[src/rtl/uart_baud_gen_if.sv]
// uart_baud_gen_if: control and strobe bundle of the UART baud-rate tick generator.
//   master: drives div_en, sync, cfg_we, cfg_div_int, cfg_div_frac; observes the strobes.
//   slave : the generator; samples the controls, drives o_os_tick, o_bit_tick,
//           o_mid_tick, o_os_phase and o_cfg_err.
interface uart_baud_gen_if #(
    parameter int unsigned INT_W  = 20,
    parameter int unsigned FRAC_W = 8,
    parameter int unsigned OS     = 16
);
    localparam int unsigned PH_W = (OS > 1) ? $clog2(OS) : 1;

    logic              div_en;
    logic              sync;
    logic              cfg_we;
    logic [INT_W-1:0]  cfg_div_int;
    logic [FRAC_W-1:0] cfg_div_frac;
    logic              o_os_tick;
    logic              o_bit_tick;
    logic              o_mid_tick;
    logic [PH_W-1:0]   o_os_phase;
    logic              o_cfg_err;

    modport master (
        output div_en, sync, cfg_we, cfg_div_int, cfg_div_frac,
        input  o_os_tick, o_bit_tick, o_mid_tick, o_os_phase, o_cfg_err
    );

    modport slave (
        input  div_en, sync, cfg_we, cfg_div_int, cfg_div_frac,
        output o_os_tick, o_bit_tick, o_mid_tick, o_os_phase, o_cfg_err
    );
endinterface

[src/rtl/uart_baud_gen.sv]
// uart_baud_gen: baud-rate tick generator with integer + fractional divisor, oversample,
// bit and mid-bit strobes, and a phase-resync input.
//   clk   : system clock
//   reset : asynchronous, active-low
//   bus   : uart_baud_gen_if.slave
//     div_en       run enable (low: counters held at zero, ticks suppressed)
//     sync         phase restart, e.g. RX start-bit edge
//     cfg_we       divisor write strobe; cfg_div_int must be >= 2
//     cfg_div_int  integer divisor
//     cfg_div_frac fractional divisor in units of 2^-FRAC_W
//     o_os_tick    oversample strobe, one per period
//     o_bit_tick   strobe when the oversample index wraps OS-1 -> 0
//     o_mid_tick   strobe when the oversample index goes OS/2-1 -> OS/2
//     o_os_phase   current oversample index
//     o_cfg_err    one-cycle pulse after a rejected config write
// All outputs are registered.
module uart_baud_gen #(
    parameter int unsigned INT_W        = 20,
    parameter int unsigned FRAC_W       = 8,
    parameter int unsigned OS           = 16,
    parameter int unsigned DEF_DIV_INT  = 651,
    parameter int unsigned DEF_DIV_FRAC = 11
) (
    input logic            clk,
    input logic            reset,
    uart_baud_gen_if.slave bus
);

    localparam int unsigned PH_W = (OS > 1) ? $clog2(OS) : 1;
    localparam logic [PH_W-1:0] PH_LAST = PH_W'(OS - 1);
    localparam logic [PH_W-1:0] PH_MID  = PH_W'(OS / 2 - 1);

    logic [INT_W-1:0]  div_int_q, div_int_d;
    logic [FRAC_W-1:0] div_frac_q, div_frac_d;
    logic [INT_W-1:0]  sh_int_q, sh_int_d;
    logic [FRAC_W-1:0] sh_frac_q, sh_frac_d;
    logic              pend_q, pend_d;
    logic [INT_W-1:0]  cnt_q, cnt_d;
    logic [PH_W-1:0]   os_cnt_q, os_cnt_d;
    logic [FRAC_W-1:0] acc_q, acc_d;
    logic              carry_q, carry_d;
    logic              os_tick_q, os_tick_d;
    logic              bit_tick_q, bit_tick_d;
    logic              mid_tick_q, mid_tick_d;
    logic              cfg_err_q, cfg_err_d;

    logic [INT_W-1:0]  term;
    logic [FRAC_W:0]   frac_sum;
    logic              cfg_ok;
    logic              apply;

    // div_int >= 2 is guaranteed, so term never underflows.
    assign term     = div_int_q - INT_W'(1) + INT_W'(carry_q);
    assign frac_sum = {1'b0, acc_q} + {1'b0, div_frac_q};
    assign cfg_ok   = bus.cfg_we && (bus.cfg_div_int >= INT_W'(2));

    always_comb begin
        div_int_d  = div_int_q;
        div_frac_d = div_frac_q;
        sh_int_d   = sh_int_q;
        sh_frac_d  = sh_frac_q;
        pend_d     = pend_q;
        cnt_d      = cnt_q;
        os_cnt_d   = os_cnt_q;
        acc_d      = acc_q;
        carry_d    = carry_q;
        os_tick_d  = 1'b0;
        bit_tick_d = 1'b0;
        mid_tick_d = 1'b0;
        cfg_err_d  = bus.cfg_we && !cfg_ok;
        apply      = 1'b0;

        if (!bus.div_en) begin
            cnt_d    = '0;
            os_cnt_d = '0;
            acc_d    = '0;
            carry_d  = 1'b0;
            apply    = pend_q;
        end else if (bus.sync) begin
            // The sync cycle itself is cycle 0 of the new period, so the counter
            // resumes at 1; this puts the first mid tick (OS/2)*div_int after sync.
            cnt_d    = INT_W'(1);
            os_cnt_d = '0;
            acc_d    = '0;
            carry_d  = 1'b0;
            apply    = pend_q;
        end else if (cnt_q == term) begin
            cnt_d              = '0;
            os_cnt_d           = (os_cnt_q == PH_LAST) ? '0 : os_cnt_q + PH_W'(1);
            {carry_d, acc_d}   = frac_sum;
            os_tick_d          = 1'b1;
            bit_tick_d         = (os_cnt_q == PH_LAST);
            mid_tick_d         = (os_cnt_q == PH_MID);
            apply              = pend_q;
        end else begin
            cnt_d = cnt_q + INT_W'(1);
        end

        // A freshly applied divisor starts with a clean fractional phase.
        if (apply) begin
            div_int_d  = sh_int_q;
            div_frac_d = sh_frac_q;
            acc_d      = '0;
            carry_d    = 1'b0;
            pend_d     = 1'b0;
        end

        // Idle writes go straight to the active divisor; running writes wait in the
        // shadow, the latest one winning.
        if (cfg_ok) begin
            if (!bus.div_en) begin
                div_int_d  = bus.cfg_div_int;
                div_frac_d = bus.cfg_div_frac;
                pend_d     = 1'b0;
            end else begin
                sh_int_d  = bus.cfg_div_int;
                sh_frac_d = bus.cfg_div_frac;
                pend_d    = 1'b1;
            end
        end
    end

    always_ff @(posedge clk or negedge reset) begin
        if (!reset) begin
            div_int_q  <= INT_W'(DEF_DIV_INT);
            div_frac_q <= FRAC_W'(DEF_DIV_FRAC);
            sh_int_q   <= INT_W'(DEF_DIV_INT);
            sh_frac_q  <= FRAC_W'(DEF_DIV_FRAC);
            pend_q     <= 1'b0;
            cnt_q      <= '0;
            os_cnt_q   <= '0;
            acc_q      <= '0;
            carry_q    <= 1'b0;
            os_tick_q  <= 1'b0;
            bit_tick_q <= 1'b0;
            mid_tick_q <= 1'b0;
            cfg_err_q  <= 1'b0;
        end else begin
            div_int_q  <= div_int_d;
            div_frac_q <= div_frac_d;
            sh_int_q   <= sh_int_d;
            sh_frac_q  <= sh_frac_d;
            pend_q     <= pend_d;
            cnt_q      <= cnt_d;
            os_cnt_q   <= os_cnt_d;
            acc_q      <= acc_d;
            carry_q    <= carry_d;
            os_tick_q  <= os_tick_d;
            bit_tick_q <= bit_tick_d;
            mid_tick_q <= mid_tick_d;
            cfg_err_q  <= cfg_err_d;
        end
    end

    assign bus.o_os_tick  = os_tick_q;
    assign bus.o_bit_tick = bit_tick_q;
    assign bus.o_mid_tick = mid_tick_q;
    assign bus.o_os_phase = os_cnt_q;
    assign bus.o_cfg_err  = cfg_err_q;

endmodule

[src/flat_wrapper.sv]
// flat-port wrapper written by rule: the top's interface ports become plain ports
module uart_baud_gen_flat 
#(
    parameter int unsigned INT_W        = 20,
    parameter int unsigned FRAC_W       = 8,
    parameter int unsigned OS           = 16,
    parameter int unsigned DEF_DIV_INT  = 651,
    parameter int unsigned DEF_DIV_FRAC = 11
)
  (clk, reset, bus_div_en, bus_sync, bus_cfg_we, bus_cfg_div_int, bus_cfg_div_frac, bus_o_os_tick, bus_o_bit_tick, bus_o_mid_tick, bus_o_os_phase, bus_o_cfg_err);
  uart_baud_gen_if #(.INT_W(INT_W), .FRAC_W(FRAC_W), .OS(OS)) bus_i ();
  input logic clk;
  input logic reset;
  input wire logic [$bits(bus_i.div_en)-1:0] bus_div_en;
  input wire logic [$bits(bus_i.sync)-1:0] bus_sync;
  input wire logic [$bits(bus_i.cfg_we)-1:0] bus_cfg_we;
  input wire logic [$bits(bus_i.cfg_div_int)-1:0] bus_cfg_div_int;
  input wire logic [$bits(bus_i.cfg_div_frac)-1:0] bus_cfg_div_frac;
  output wire logic [$bits(bus_i.o_os_tick)-1:0] bus_o_os_tick;
  output wire logic [$bits(bus_i.o_bit_tick)-1:0] bus_o_bit_tick;
  output wire logic [$bits(bus_i.o_mid_tick)-1:0] bus_o_mid_tick;
  output wire logic [$bits(bus_i.o_os_phase)-1:0] bus_o_os_phase;
  output wire logic [$bits(bus_i.o_cfg_err)-1:0] bus_o_cfg_err;
  assign bus_i.div_en = bus_div_en;
  assign bus_i.sync = bus_sync;
  assign bus_i.cfg_we = bus_cfg_we;
  assign bus_i.cfg_div_int = bus_cfg_div_int;
  assign bus_i.cfg_div_frac = bus_cfg_div_frac;
  assign bus_o_os_tick = bus_i.o_os_tick;
  assign bus_o_bit_tick = bus_i.o_bit_tick;
  assign bus_o_mid_tick = bus_i.o_mid_tick;
  assign bus_o_os_phase = bus_i.o_os_phase;
  assign bus_o_cfg_err = bus_i.o_cfg_err;
  uart_baud_gen #(.INT_W(INT_W), .FRAC_W(FRAC_W), .OS(OS), .DEF_DIV_INT(DEF_DIV_INT), .DEF_DIV_FRAC(DEF_DIV_FRAC)) u_core (.clk(clk), .reset(reset), .bus(bus_i));
endmodule
[config.mk]
export PLATFORM = sky130hd
export DESIGN_NAME = uart_baud_gen_flat
export DESIGN_NICKNAME = d
export VERILOG_FILES = /design/src/rtl/uart_baud_gen_if.sv /design/src/rtl/uart_baud_gen.sv /design/src/flat_wrapper.sv
export SDC_FILE = /design/constraint.sdc
export NUM_CORES = 1
export LEC_CHECK = 0
export CORE_MARGIN = 8
export CORE_UTILIZATION = 59
export CTS_CLUSTER_SIZE = 28
export DETAILED_ROUTE_END_ITERATION = 12
export GPL_ROUTABILITY_DRIVEN = 0
export PLACE_DENSITY = 0.8
export SETUP_SLACK_MARGIN = 0.3
export SYNTH_ARGS = -nofsm -noshare
export SYNTH_HDL_FRONTEND = slang
export SYNTH_SLANG_ARGS = --single-unit
[constraint.sdc]
create_clock -name clk -period 3.09 [get_ports clk]
set_input_delay 0.4635 -clock clk [delete_from_list [all_inputs] [get_ports clk]]
set_output_delay 0.4635 -clock clk [all_outputs]
set_load 0.02 [all_outputs]
# Yosys cells after proc, flatten, opt, wreduce, memory -nomap -nowiden
# Cells that the tools add are included.
[totals]
wordCells = 65
in_bits = 33
regBits = 94
output_inout_bits = 8
[op_classes]
addsub = 5
n_mux = 36
n_eq_ne = 5
magnitude_cmp = 1
reduce_logical = 5
[op_table]
columns = ["cell", "n"]
rows = [
  ["20-bit 2-to-1 mux", 6],
  ["8-bit 2-to-1 mux", 7],
  ["20-bit by 1-bit adder with 20-bit output", 1],
  ["20-bit by 1-bit adder with 20-bit output (second input constant)", 1],
  ["20-bit == test", 1],
  ["20-bit by 2-bit >= comparator with 1-bit output (second input constant)", 1],
  ["20-bit by 1-bit subtractor with 20-bit output (second input constant)", 1],
  ["1-bit 2-to-1 mux", 19],
  ["4-bit 2-to-1 mux", 4],
  ["8-bit by 8-bit adder with 9-bit output", 1],
  ["4-bit by 1-bit adder with 4-bit output (second input constant)", 1],
  ["4-bit by 3-bit == test with 1-bit output (second input constant)", 1],
  ["4-bit == test (second input constant)", 1],
  ["4-bit by 1-bit != test with 1-bit output (second input constant)", 1],
  ["3-bit by 1-bit != test with 1-bit output (second input constant)", 1],
  ["1-bit logical AND", 2],
  ["2-bit AND reduction", 1],
  ["2-bit nonzero test", 1],
  ["1-bit logical NOT", 1],
]

# Longest topological paths before layout
# Gate-level depths: netlist (run 1).
[logic_depth]
ltp_word = 9
ltp_mapped = 13
mapped_depth_nobuf = 11

# Worst setup path after synthesis (run 1)
# Ideal clock, no wire load.
[synth_timing]
path_type = "flip-flop to flip-flop"
start = "register u_core.div_int_q[0]"
end = "register u_core.os_cnt_q[3] (netlist: u_core.bus.o_os_phase[3])"
setup_slack_ns = 0.395
arrival_time_ns = 2.557
stages_incl_launch_ff = 13
setup_ns = 0.138
synth_period_minus_slack_ns = 2.695
path_buffers = 1
t_required_ns = 2.952
path_cell_list = "dfstp_2 inv_1 ha_1 ha_1 nand2b_1 a21oi_1 o2111ai_1 or3_1 nor4_4 nand3_1 buf_2 o311ai_1 o41ai_2"
[synth_between]
elab_chain_len = 4
[synth_rtl]
columns = ["item", "line", "source"]
rows = [
  ["start, declared", "uart_baud_gen.sv:33", "logic [INT_W-1:0] div_int_q, div_int_d;"],
  ["start signal, assigned", "uart_baud_gen.sv:125", "div_int_q <= INT_W'(DEF_DIV_INT);"],
  ["start signal, assigned", "uart_baud_gen.sv:139", "div_int_q <= div_int_d;"],
  ["20-bit by 1-bit subtractor with 20-bit output", "uart_baud_gen.sv:53", "assign term = div_int_q - INT_W'(1) + INT_W'(carry_q);"],
  ["20-bit by 1-bit adder with 20-bit output", "uart_baud_gen.sv:53", ""],
  ["20-bit == test", "uart_baud_gen.sv:87", "end else if (cnt_q == term) begin"],
  ["3-bit by 1-bit != test with 1-bit output (no source line)", "-", ""],
  ["end signal, assigned", "uart_baud_gen.sv:145", "os_cnt_q <= os_cnt_d;"],
  ["end, declared", "uart_baud_gen.sv:39", "logic [PH_W-1:0] os_cnt_q, os_cnt_d;"],
]
# Every way passes these cells.
# A chain may end at the register's enable or synchronous reset.

# Final worst setup path (run 1)
[layout_timing]
start = "register u_core.carry_q"
end = "register u_core.div_int_q[4]"
[layout_between]
elab_chain_len = 8
[layout_rtl]
columns = ["item", "line", "source"]
rows = [
  ["start, declared", "uart_baud_gen.sv:41", "logic carry_q, carry_d;"],
  ["start signal, assigned", "uart_baud_gen.sv:147", "carry_q <= carry_d;"],
  ["20-bit by 1-bit adder with 20-bit output *", "uart_baud_gen.sv:53", ""],
  ["20-bit == test *", "uart_baud_gen.sv:87", ""],
  ["1-bit 2-to-1 mux *", "uart_baud_gen.sv:87", ""],
  ["1-bit 2-to-1 mux *", "uart_baud_gen.sv:79", "end else if (bus.sync) begin"],
  ["1-bit 2-to-1 mux *", "uart_baud_gen.sv:73", "if (!bus.div_en) begin"],
  ["20-bit 2-to-1 mux *", "uart_baud_gen.sv:100", "if (apply) begin"],
  ["20-bit 2-to-1 mux", "uart_baud_gen.sv:111", "if (!bus.div_en) begin"],
  ["20-bit 2-to-1 mux *", "uart_baud_gen.sv:110", "if (cfg_ok) begin"],
  ["named net u_core.div_int_d[4]", "uart_baud_gen.sv:33", ""],
]
# Mark *: on every way through the listed nets, which the timed path passes. The rest lies on a longest branch.

==> flow_metrics.env, run 1 <==
export IMPL_drv_slew=0
export IMPL_clockBufferDepth=2
export IMPL_critical_path_cell_count=14
export IMPL_synth_compound_area_share=0.172
export IMPL_drc=0
export IMPL_drt_first_pass_iters=5
export IMPL_pwr_share_comb=0.219
export IMPL_async_reset_ff_frac=1.00
export IMPL_ant_nets=0
export IMPL_min_path_type="primary input to asynchronous set/reset pin"
export IMPL_ir_worst_vdd_uv=307
export IMPL_synth_top_area_cell="dfrtp_1"
export IMPL_synth_simple_area_share=0.199
export IMPL_path_clk_slew_ns=0.10
export IMPL_dp_hpwl_mm=8.81
export IMPL_synth_xor_area_frac=0.0681
export IMPL_grt_pass1_vias=4835
export IMPL_cap_violations=0
export IMPL_htreeDepth=3
export IMPL_period_needed_ns=3.25
export IMPL_crit_start="u_core.carry_q$_DFFE_PN0P_"
export IMPL_clock_fmax_ghz=0.308
export IMPL_r2r_slack_ns=-0.16
export IMPL_place_area_mm2=0.00619
export IMPL_slowest_stage="dfrtp_1"
export IMPL_swShare=0.326
export IMPL_failed_checks="negative setup slack"
export IMPL_tns_ns=-0.603
export IMPL_num_antenna_cells=0
export IMPL_synthAdderAreaFrac=0.0301
export IMPL_reg2regPathDepth=14
export IMPL_clockRootBuffer="clkbuf_8"
export IMPL_cts_tree="done"
export IMPL_avgSynthCellArea_um2=9.67
export IMPL_io_pins=41
export IMPL_post_route_util=0.792
export IMPL_critPathMaxFanout=6
export IMPL_synthCells=585
export IMPL_routed_via_density=6.85
export IMPL_clock_sinks=94
export IMPL_critical_path_required_ns=3.31
export IMPL_synth_edf_count=0
export IMPL_io_buffers=40
export IMPL_grt_pass1_wl_mm=24.3
export IMPL_synth_main_ff_cell="dfrtp_1"
export IMPL_rr_endpoint="u_core.div_int_q[4]$_DFF_PN0_"
export IMPL_grt_max_degree=67
export IMPL_yosysWarnings=0
export IMPL_p_int_mw=2.18
export IMPL_netlist_area_mm2=0.00566
export IMPL_power_leakage_nw=2.75
export IMPL_clkPwrFrac=0.292
export IMPL_dp_cells=724
export IMPL_cts_made_buffers=9
export IMPL_cp_slowest_stage_delay_ns=0.40
export IMPL_end_kind="flip-flop"
export IMPL_ys_seq_area_frac=0.419
export IMPL_rsz0062_at_grt="true"
export IMPL_ys_top_cells_by_count="78 x dfrtp_1, 60 x nor2_1, 55 x a31oi_1"
export IMPL_p_switching_mw=1.05
export IMPL_synth_fp_nets=631
export IMPL_dieArea_mm2=0.0130
export IMPL_insertion_delay_ns=0.37
export IMPL_relSlewSlack=0.158
export IMPL_whs_ns=0.161
export IMPL_fin_nets=678
export IMPL_layout_setup_ws_ns=-0.159
export IMPL_synth_top_family_by_area="simple AND/OR/NAND/NOR gates"
export IMPL_drt_total_wl_mm=17.9
export IMPL_endpoint="u_core.div_int_q[4]$_DFF_PN0_"
export IMPL_r2r_start="u_core.carry_q$_DFFE_PN0P_"
export IMPL_final_cell_area_mm2=0.00735
export IMPL_synth_seq_cells=94
export IMPL_yosys_top_cells_area="dfrtp_1 34%, dfstp_2 7.4%, a31oi_1 6.1%"
export IMPL_synthMuxAreaShare=0.0646
export IMPL_drive_above_1_share=0.289
export IMPL_path_class="flip-flop to flip-flop"
export IMPL_drtIter0Drc=710
export IMPL_num_rows=35
export IMPL_pwr_share_seq=0.489
export IMPL_synthMostInstantiatedCell="dfrtp_1"
export IMPL_path_common_cell="ha_4"
export IMPL_timing_final_crit_share=1.05
export IMPL_finalNonFillerCells=766
export IMPL_p_per_area_mw_per_mm2=439
export IMPL_path_buf_inv=4
export IMPL_arrival_ns=3.47
export IMPL_p_total_mw=3.23
export IMPL_status="complete, but fails checks"
export IMPL_grt_util_all_layers=0.231
export IMPL_crit_family="simple AND/OR/NAND/NOR gates"
export IMPL_pre_cts_slack_ns=0.0316
export IMPL_core_mm2=0.00928
export IMPL_num_vias=5245
export IMPL_fp_dieW_um=114
export IMPL_crit_chain="inv_2 > ha_4 > ha_4 > nor4b_4 > nand4_2 > nor3_1 > o211ai_1 > a22oi_2 > nand3_2 > buf_6 > buf_12 > buf_16 > a31oi_4 > a31oi_1"
export IMPL_wl_per_cell_um=23.4
export IMPL_finClkSkew_ns=0.0146
export IMPL_finalSetupViolCount=18
export IMPL_start_util=0.609
export IMPL_crit_path_start_kind="flip-flop"
export IMPL_dieHeight_um=114
export IMPL_syn2layout_area_growth_pct=29.9
export IMPL_synth_distinct_cells=59
export IMPL_antenna_found_initial=0
export IMPL_synth_top_cell_area_share=0.345
export IMPL_finalHoldViolations=0
export IMPL_grt_overflow_total=0
export IMPL_worst_slew_pin_slew_ns=1.26
## sequential cells by signal (all words and copies together) (netlist names)
name and count:
u_core.acc_q 8, u_core.bus.o_bit_tick 1, u_core.bus.o_cfg_err 1, u_core.bus.o_mid_tick 1, u_core.bus.o_os_phase 4, u_core.bus.o_os_tick 1, u_core.carry_q 1, u_core.cnt_q 20
u_core.div_frac_q 8, u_core.div_int_q 20, u_core.pend_q 1, u_core.sh_frac_q 8, u_core.sh_int_q 20
## cell usage in the layout, fill, tap and decap left out, types with 4 or more instances in the layout
cell             count
nor3_1               6
nor2_4              15
buf_12               8
nand4_1              9
nand2b_1             4
nor2_2               5
buf_4               19
o211ai_2            10
ha_1                10
clkbuf_8             9
a21o_1               5
inv_1                9
nand3_1             14
nand4b_1             4
or3_1               10
xnor2_1             22
nand3b_1             4
nor2_1              41
clkdlybuf4s50_1     39
nor2b_1             29
and3_1               8
o21ai_0              5
dfrtp_1             77
a21oi_1             20
dfstp_2             16
buf_16               4
a31oi_1             35
buf_6                4
mux2_2              28
nand2_8              4
a31oi_4             19
o211ai_1            20
nand2_1             25
xor2_1              22
nor4_1               7
mux2i_1              4
## worst min path at each step
stage / start / slack, ns / depth (start not counted) / end
3_3_place_gp: u_core.sh_frac_q[1]$_DFFE_PN1P_ / 0.48 / 2 / u_core.div_frac_q[1]$_DFF_PN1_
4_1_cts: reset / 0.19 / 1 / u_core.bus.o_bit_tick$_DFF_PN0_
3_5_place_dp: u_core.sh_frac_q[3]$_DFFE_PN1P_ / 0.49 / 2 / u_core.div_frac_q[3]$_DFF_PN1_
6_report: reset / 0.16 / 1 / u_core.cnt_q[13]$_DFF_PN0_
5_1_grt: reset / 0.22 / 1 / u_core.bus.o_bit_tick$_DFF_PN0_
2_1_floorplan: reset / 0.17 / 0 / u_core.acc_q[0]$_DFFE_PN0P_
## cells by family (layout without fill, tap and decap cells)
kind of cell / count (synthesis) / after routing
AO/OA/AOI/OAI: 138 / 138
XOR/XNOR: 44 / 44
adder cells (fa/ha/maj): 13 / 13
buffers and inverters: 57 / 106
flip-flops: 94 / 94
multiplexers: 33 / 33
AND/OR/NAND/NOR: 206 / 209
## per-layer routing
| layer | global-route usage | up-vias | wire length (µm) |
|---|---|---|---|
| li1 | - | 2219 | - |
| met1 | 0.303 | 2570 | 6870 |
| met2 | 0.375 | 377 | 8790 |
| met3 | 0.0449 | 79 | 1560 |
| met4 | 0.0745 | 0 | 720 |
| met5 | 0 | - | 0 |
## power by group through the flow
stage / sequential, mW / combinational [mW] / clock [mW]
6_report: 1.58 / 0.707 / 0.944
3_3_place_gp: 1.54 / 0.521 / 0
2_1_floorplan: 1.47 / 0.428 / 0
3_5_place_dp: 1.55 / 0.538 / 0
4_1_cts: 1.54 / 0.597 / 0.932
5_1_grt: 1.59 / 0.748 / 0.990
## cell type report
type | count | area (µm²)
repair buffers | 78 | 928
clock inverters | 6 | 92.6
clock buffers | 10 | 128
multi-input cells | 437 | 3620
fillers | 513 | 1930
inverters | 12 | 47.5
flip-flops and latches | 94 | 2370
well taps | 129 | 161
## timing repair
item / 4_1_cts / 5_1_grt
gates cloned: 5 / 4
buffers inserted: 14 / 3
endpoints found under the setup margin: 62 / 65
gates resized for setup: 44 / 67
pin swaps: 58 / 47
hold buffers: 0 / 0
No activity file was read; power rests on OpenSTA's default activity.
==> run 2: changes to the inputs <==
- CTS_CLUSTER_DIAMETER: not set -> 200
- TNS_END_PERCENT: not set -> 100
==> results of run 2 <==
Same layout as run 1: the final DEF is identical, and so are final timing and power.
==> run 3: changes to the inputs <==
- CORE_ASPECT_RATIO: not set -> 1.5
- clock period: 3.09 -> 3.45 ns (I/O delays scaled with it)
==> run 3 against run 2 <==
The run now ends clean. Cell area decreased by 12%. Register-to-register slack improved by 0.57 ns. Clock power increased by 7%. Flip-flop and latch count unchanged.
==> flow_metrics.env, run 3 (synthesis gave the netlist of run 1 again) <==
export IMPL_status="completed"
export IMPL_finalSetupViolCount=0
export IMPL_syn2layout_area_growth_pct=14.7
export IMPL_place_area_mm2=0.00611
export IMPL_num_antenna_cells=0
export IMPL_ant_nets=0
export IMPL_clock_fmax_ghz=0.329
export IMPL_routed_via_density=6.37
export IMPL_end_kind="flip-flop"
export IMPL_final_cell_area_mm2=0.00649
export IMPL_io_pins=41
export IMPL_grt_pass1_wl_mm=22.3
export IMPL_relSlewSlack=0.169
export IMPL_rsz0062_at_grt="true"
export IMPL_critical_path_required_ns=3.72
export IMPL_finalNonFillerCells=725
export IMPL_dieArea_mm2=0.0130
export IMPL_clockRootBuffer="clkbuf_16"
export IMPL_r2r_start="u_core.div_int_q[0]$_DFF_PN1_"
export IMPL_rr_endpoint="u_core.acc_q[6]$_DFFE_PN0P_"
export IMPL_num_vias=4620
export IMPL_fp_dieW_um=96.0
export IMPL_period_needed_ns=3.04
export IMPL_io_buffers=40
export IMPL_cap_violations=0
export IMPL_dp_hpwl_mm=9.11
export IMPL_final_cell_mix="77 x dfrtp_1, 60 x nor2_1, 55 x a31oi_1, 39 x clkdlybuf4s50_1, 30 x nand2_1"
export IMPL_final_common_cell="dfrtp_1"
export IMPL_drc=0
export IMPL_antenna_found_initial=0
export IMPL_insertion_delay_ns=0.35
export IMPL_post_route_util=0.681
export IMPL_start_util=0.594
export IMPL_finalHoldViolations=0
export IMPL_grt_max_degree=67
export IMPL_timing_final_crit_share=0.880
export IMPL_crit_start="u_core.div_int_q[0]$_DFF_PN1_"
export IMPL_path_clk_slew_ns=0.07
export IMPL_endpoint="u_core.acc_q[6]$_DFFE_PN0P_"
export IMPL_wl_per_cell_um=19.3
export IMPL_p_per_area_mw_per_mm2=443
export IMPL_cts_tree="done"
export IMPL_finClkSkew_ns=0.00757
export IMPL_grt_overflow_total=0
export IMPL_whs_ns=0.225
export IMPL_htreeDepth=3
export IMPL_drive_above_1_share=0.164
export IMPL_crit_path_start_kind="flip-flop"
export IMPL_reg2regPathDepth=12
export IMPL_dp_cells=705
export IMPL_ir_worst_vdd_uv=299
export IMPL_drv_slew=0
export IMPL_tns_ns=0
export IMPL_clock_sinks=94
export IMPL_fin_nets=651
export IMPL_min_path_type="primary input to asynchronous set/reset pin"
export IMPL_largestRegisters="u_core.cnt_q x20, u_core.div_int_q x20, u_core.sh_int_q x20"
export IMPL_drt_first_pass_iters=4
export IMPL_r2r_slack_ns=0.41
export IMPL_dieHeight_um=136
export IMPL_clockBufferDepth=2
export IMPL_fillers=729
export IMPL_num_rows=44
export IMPL_grt_util_all_layers=0.218
export IMPL_pre_cts_slack_ns=0.394
export IMPL_critPathMaxFanout=24
export IMPL_core_mm2=0.00952
export IMPL_power_leakage_nw=2.56
export IMPL_layout_setup_ws_ns=0.413
export IMPL_arrival_ns=3.30
export IMPL_worst_slew_pin_slew_ns=1.25
export IMPL_cts_made_buffers=9
export IMPL_drtIter0Drc=265
export IMPL_drt_total_wl_mm=14.0
export IMPL_p_total_mw=2.87
export IMPL_path_class="flip-flop to flip-flop"
export IMPL_grt_pass1_vias=4666
[run 3: cell count changes in the layout (fill, tap and decap cells not counted), moves of 5 or more]
cell,delta
a31oi_1,+20
a31oi_4,-19
buf_4,-10
clkbuf_16,+9
clkbuf_8,-9
nand2_1,+5
nor2_1,+19
nor2_4,-15
[run 3: cell type report]
type / instances / area (µm²) / area share
well taps: 115 / 144 / 0.0222
repair buffers: 54 / 588 / 0.0906
inverters: 12 / 45.0 / 0.00694
multi-input cells: 434 / 3040 / 0.469
flip-flops and latches: 94 / 2370 / 0.366
clock inverters: 6 / 68.8 / 0.0106
clock buffers: 10 / 229 / 0.0353
[run 3: metal layers]
| metal | vias up | GRT usage | wire (µm) |
|---|---|---|---|
| met3 | 36 | 0.0376 | 497 |
| met4 | 0 | 0.116 | 481 |
| li1 | 2164 | - | - |
| met1 | 2287 | 0.248 | 5570 |
| met5 | - | 0 | 0 |
| met2 | 133 | 0.376 | 7440 |
[run 3: worst min-delay path by stage]
stage	start	end	slack, ns
2_1_floorplan	reset	u_core.acc_q[0]$_DFFE_PN0P_	0.22
3_3_place_gp	u_core.sh_frac_q[0]$_DFFE_PN1P_	u_core.div_frac_q[0]$_DFF_PN1_	0.48
3_5_place_dp	u_core.sh_frac_q[3]$_DFFE_PN1P_	u_core.div_frac_q[3]$_DFF_PN1_	0.50
4_1_cts	reset	u_core.sh_int_q[2]$_DFFE_PN0P_	0.25
5_1_grt	reset	u_core.bus.o_bit_tick$_DFF_PN0_	0.28
6_report	reset	u_core.cnt_q[0]$_DFF_PN0_	0.22
[run 3: repair_timing]
item,4_1_cts,5_1_grt
setup endpoints to repair,0,50
hold buffers,0,0
gates resized for setup,0,4
buffers inserted,0,2
[run 3: report_power, final]
| part | switching, mW | internal, mW |
|---|---|---|
| Sequential | 0.145 | 1.23 |
| Clock | 0.444 | 0.567 |
| Combinational | 0.237 | 0.247 |
[run 3: worst max-delay path, stage by stage, from the launching register on]
cell       delay, ns
dfstp_2         0.53
inv_1           0.05
ha_1            0.19
ha_1            0.21
nand2b_1        0.17
a21oi_1         0.18
o2111ai_1       0.14
or3_4           0.42
nor4_4          0.19
nand3_2         0.16
buf_12          0.19
or3_1           0.34
a21oi_1         0.17
